File: config.mk
export PLATFORM = sky130hd
export DESIGN_NAME = sha_round_ctrl
export DESIGN_NICKNAME = d
export VERILOG_FILES = /design/src/rtl/sha_pkg.sv /design/src/rtl/sha_round_ctrl.sv
export SDC_FILE = /design/constraint.sdc
export NUM_CORES = 1
export LEC_CHECK = 0
export BUFFER_PORTS_ARGS = -buffer_cell sky130_fd_sc_hd__buf_2
export CAP_MARGIN = 30
export CORE_AREA = 2 2 404 406
export CTS_CLUSTER_DIAMETER = 30
export DETAILED_ROUTE_END_ITERATION = 10
export DIE_AREA = 0 0 406 408
export HOLD_SLACK_MARGIN = 0.06
export SYNTH_ARGS = -nofsm -noshare
export SYNTH_HDL_FRONTEND = slang
export SYNTH_SLANG_ARGS = --single-unit
File: constraint.sdc
create_clock -name clk -period 4.6 [get_ports clk]
set_clock_uncertainty 0.15 [all_clocks]
set_input_delay 0.69 -clock clk [delete_from_list [all_inputs] [get_ports clk]]
set_output_delay 0.69 -clock clk [all_outputs]
set_load 0.03 [all_outputs]
File: src/rtl/sha_pkg.sv
// Shared SHA-256 definitions: round/index sizing, controller state encoding,
// and the initial hash value consumed by the compression datapath.
package sha_pkg;

    localparam int unsigned SHA_IDX_W  = 6;
    localparam int unsigned SHA_MSG_W  = 512;
    localparam int unsigned SHA_ROUNDS = 64;

    // Round controller states.
    typedef enum logic [1:0] {
        ST_IDLE   = 2'd0,
        ST_ROUND  = 2'd1,
        ST_DRAIN  = 2'd2,
        ST_UPDATE = 2'd3
    } state_t;

    // H0..H7, H0 in the most significant word.
    localparam logic [255:0] SHA256_IV = {
        32'h6a09e667, 32'hbb67ae85, 32'h3c6ef372, 32'ha54ff53a,
        32'h510e527f, 32'h9b05688c, 32'h1f83d9ab, 32'h5be0cd19
    };

endpackage

File: src/rtl/sha_round_ctrl.sv
// SHA-256 block sequencer. Accepts one padded block over valid/ready, holds
// it for the message scheduler, steps the word index 0..ROUNDS-1, and issues
// compression round enables one cycle later to match the scheduler's
// registered output.
//
// Ports:
//   clk, reset                 clock, synchronous active-high reset
//   i_valid / o_ready          block handshake
//   i_msg, i_first             block payload and first-of-message flag
//   i_abort                    drop the block in progress
//   o_msg                      latched block for the scheduler
//   o_msg_schdl_en, o_blk_nmbr scheduler enable and word index
//   o_wv_load, o_wv_from_iv    working-variable load (from IV or hash)
//   o_rnd_en, o_rnd_idx        compression round enable and K index
//   o_hash_upd, o_done         end-of-block hash update / completion pulse
//   o_busy                     controller not idle
module sha_round_ctrl
    import sha_pkg::*;
#(
    parameter int unsigned BLK_CNT = SHA_IDX_W,
    parameter int unsigned MSG_SIZ = SHA_MSG_W,
    parameter int unsigned ROUNDS  = SHA_ROUNDS
) (
    input  logic               clk,
    input  logic               reset,
    input  logic               i_valid,
    output logic               o_ready,
    input  logic [MSG_SIZ-1:0] i_msg,
    input  logic               i_first,
    input  logic               i_abort,
    output logic [MSG_SIZ-1:0] o_msg,
    output logic               o_msg_schdl_en,
    output logic [BLK_CNT-1:0] o_blk_nmbr,
    output logic               o_wv_load,
    output logic               o_wv_from_iv,
    output logic               o_rnd_en,
    output logic [BLK_CNT-1:0] o_rnd_idx,
    output logic               o_hash_upd,
    output logic               o_done,
    output logic               o_busy
);

    localparam logic [BLK_CNT-1:0] LAST_IDX = BLK_CNT'(ROUNDS - 1);

    state_t             state;
    state_t             state_nxt;
    logic [BLK_CNT-1:0] cnt;
    logic [BLK_CNT-1:0] cnt_nxt;
    logic               hs;

    // Word index doubles as the scheduler index output.
    assign o_blk_nmbr = cnt;

    // Next state and counter.
    always_comb begin
        state_nxt = state;
        cnt_nxt   = cnt;
        hs        = (state == ST_IDLE) && o_ready && i_valid;
        case (state)
            ST_IDLE: begin
                if (hs) begin
                    state_nxt = ST_ROUND;
                    cnt_nxt   = '0;
                end
            end
            ST_ROUND: begin
                if (i_abort) begin
                    state_nxt = ST_IDLE;
                end else if (cnt == LAST_IDX) begin
                    // Index parks at the last round; it never wraps.
                    state_nxt = ST_DRAIN;
                end else begin
                    cnt_nxt = BLK_CNT'(cnt + 1'b1);
                end
            end
            ST_DRAIN: begin
                state_nxt = i_abort ? ST_IDLE : ST_UPDATE;
            end
            ST_UPDATE: begin
                state_nxt = ST_IDLE;
            end
            default: begin
                state_nxt = ST_IDLE;
            end
        endcase
    end

    // State, counter and registered outputs.
    always_ff @(posedge clk) begin
        if (reset) begin
            state          <= ST_IDLE;
            cnt            <= '0;
            o_ready        <= 1'b0;
            o_busy         <= 1'b0;
            o_msg          <= '0;
            o_msg_schdl_en <= 1'b0;
            o_wv_load      <= 1'b0;
            o_wv_from_iv   <= 1'b0;
            o_rnd_en       <= 1'b0;
            o_rnd_idx      <= '0;
            o_hash_upd     <= 1'b0;
            o_done         <= 1'b0;
        end else begin
            state          <= state_nxt;
            cnt            <= cnt_nxt;
            o_ready        <= (state_nxt == ST_IDLE);
            o_busy         <= (state_nxt != ST_IDLE);
            o_msg_schdl_en <= (state_nxt == ST_ROUND);
            // Load pulse coincides with the first ROUND cycle (cnt == 0).
            o_wv_load      <= hs;
            o_wv_from_iv   <= hs && i_first;
            // Round stage trails the scheduler by one cycle; abort kills it at once.
            o_rnd_en       <= (state == ST_ROUND) && !i_abort;
            o_rnd_idx      <= cnt;
            o_hash_upd     <= (state_nxt == ST_UPDATE);
            o_done         <= (state_nxt == ST_UPDATE);
            if (hs) begin
                o_msg <= i_msg;
            end
        end
    end

endmodule
==> results.txt <==
Max_cap viols = 0
Status = completed
Crit share post-route = 0.645
Vias in the first global route = 22.4k
Die width = 406 um
Ys async rst share = 0
Clock latency on the worst-skew pair = 760 ps
RSZ-0062 raised after global routing = no
Hold Path Class = in2reg
Synth top area share = 0.585
Final wirelength = 123,000 um
Slew headroom = 0.173
Synth top cells by count = nand2_1 (1,026), dfxtp_1 (533), a21oi_1 (515)
Post-synthesis cell area = 18,200 um2
Crit Path Class = reg2reg
HPWL Detailed = 95,000 um
Clock share of power = 0.625
WL per Instance = 19.9 um
Max H-tree Level = 4
Vias/cell = 3.65
Maximum number of pins on one net before global-route repair = 203
Drt first pass iters = 5
Tmin final = 2970 ps
Top-count cell post-synth = nand2_1
Routability Congestion = 0.901
Max Slew Vio Count = 0
Worst EP required = 5120 ps
Final Power = 0.0189 W
Layout area overhead = 100%
Post-synth EDFFs = 0
Final setup violation count = 0
Mapped Cells = 2,303
DIE AREA = 166,000 um2
Net Sw Frac = 0.264
Starting DRT DRC Count = 1,410
Post-synth cell types = 32
CTS root buf = clkbuf_16
Endpoints failing hold = 0
Combinational Power Share = 0.110
Area leader, netlist = dfxtp_1
Leakage dissipation = 15.9 nW
Peak Freq = 337 MHz
Cts bufs inserted = 161
Sequential fraction of the synthesis area = 0.585
Maximum buffer depth of the clock tree = 3
Peak supply drop = 0.000356 V
Reg power frac = 0.264
I/O pins = 1,049
Fillers = 17.8k
Sw Pwr = 0.00498 W
All-Layer GR Usage = 0.143
Top area cells in the synthesized netlist = dfxtp_1 (59%), nand2_1 (21%), a21oi_1 (14%), buf_2 (2.4%), clkbuf_1 (1.7%)
Ys flop type = dfxtp_1
DIE HEIGHT = 408 um
Nets = 4,362
Critical path endpoint category = flip-flop
Power Density = 516 nW/um2
Clk slew on worst S/H paths = 40 ps
Residual DRC = 0
TritonCTS clock tree = built
Antenna violations before repair = 71
Initial Util = 0.113
Syn nets = 2,821
Via count = 22.6k
Layout cell share with drive strength beyond 1 = 0.340
Crit path max fanout = 202
Antenna-violating nets left = 0
GR Overflow Total = 0
Synth Warn # = 0
Clock sinks = 533
Cell Rows = 148
Mean area per synthesized cell = 7.92 um2
Startpoint types = flip-flop
Synthesis-stage register bit count = 533
First-pass GRT wire length = 166,000 um
TNS Setup = 0 ps
Input/output buffers = 1,048
Int Pwr = 0.0139 W
Setup bufs post-CTS = 0
Critical path arrival = 3480 ps
Core Box Area = 162,000 um2
Worst slew pin tran = 1240 ps
metal layers:
| layer | wire length [um] | vias up | track usage |
|---|---|---|---|
| met5 | 264 | - | 0 |
| met2 | 58300 | 973 | 0.236 |
| met3 | 9430 | 234 | 0.0455 |
| met1 | 50300 | 10700 | 0.166 |
| li1 | - | 10600 | - |
| met4 | 5010 | 40 | 0.0647 |
layout by cell type (no fill, tap or decap), types with 2 or more instances in the layout:
master and instances:
buf_2 1047, nand2_1 1026, dfxtp_1 533, a21oi_1 515, dlygate4sd3_1 481, clkbuf_16 162
diode_2 29, clkinv_2 28, bufinv_16 25, clkbuf_8 24, clkbuf_1 22, clkinvlp_4 16
buf_4 14, buf_12 9, clkinv_16 8, nor2b_1 6, clkinv_4 6, o21ai_0 5
nor2_1 5, nor3_1 5, nand3_1 4, or4_1 4, inv_6 4, o31ai_1 3
a21boi_1 3, clkinv_8 3, nand2b_1 2, nand4_1 2, and2_1 2, inv_16 2
registers in the layout (all words and copies together) (netlist names):
| name | cells |
|---|---|
| o_msg_schdl_en | 1 |
| o_ready | 1 |
| o_wv_from_iv | 1 |
| o_done | 1 |
| o_busy | 1 |
| o_blk_nmbr | 6 |
| o_wv_load | 1 |
| state | 2 |
| o_msg | 512 |
| o_rnd_en | 1 |
| o_rnd_idx | 6 |
layout make-up:
cell class / count / area [um2] / area share
multi-input cells: 1594 / 6800 / 0.186
flip-flops and latches: 533 / 10700 / 0.292
clock buffers: 208 / 4470 / 0.122
inverters: 1 / 3.75 / 0.000103
well taps: 2175 / 2720 / 0.0745
repair buffers: 1553 / 10400 / 0.284
clock inverters: 92 / 1430 / 0.0391
diodes: 29 / 72.6 / 0.00199
critical path: stages, from the launching register on:
cell,delay (ps)
dfxtp_1,460
nand4bb_4,210
buf_4,690
buf_12,550
nand2_1,160
a21oi_1,190
logic make-up (layout without fill, tap and decap cells):
kind of cell,after synthesis,in the layout,synth area share
and+or+nand+nor,1063,1063,0.224
DFF,533,533,0.585
AOI/OAI and AO/OA,530,530,0.147
buffers and inverters,176,1854,0.0430
adders and majority gates,1,1,0.000686
other,0,29,0
stage by stage:
stage	instance area [um2]	utilization	setup slack (ps)	instances	hold WS, ps
5_1_grt	36500	0.226	1490	6171	84.5
2_1_floorplan	18200	-	2690	2303	330
4_1_cts	36500	0.226	1700	6156	61.0
6_report	36500	0.226	1630	6185	136
3_3_place_gp	25700	0.159	1370	5374	289
3_5_place_dp	25800	0.159	1410	5375	293
worst paths after layout:
path	from	cells after the start	endpoint	slack [ps]
min reg2reg	o_msg[454]	2	o_msg[454]	300
min	i_msg[358]	3	o_msg[358]	140
max reg2reg	state[0]	5	o_msg[274]	1630
max	state[0]	5	o_msg[274]	1630
what timing repair did:
action	CTS	global route
resized for setup	0	0
endpoints found under the hold margin	482	0
hold buffers	481	0
power groups by stage:
stage / clock (W) / combinational, W / sequential [W]
after floorplan: 0 / 0.000479 / 0.00549
final: 0.0118 / 0.00208 / 0.00498
after detailed placement: 0 / 0.00173 / 0.00506
after global routing: 0.0123 / 0.00221 / 0.00500
after CTS: 0.0120 / 0.00210 / 0.00498
after global placement: 0 / 0.00172 / 0.00505
(Power assumes the default switching activity.)
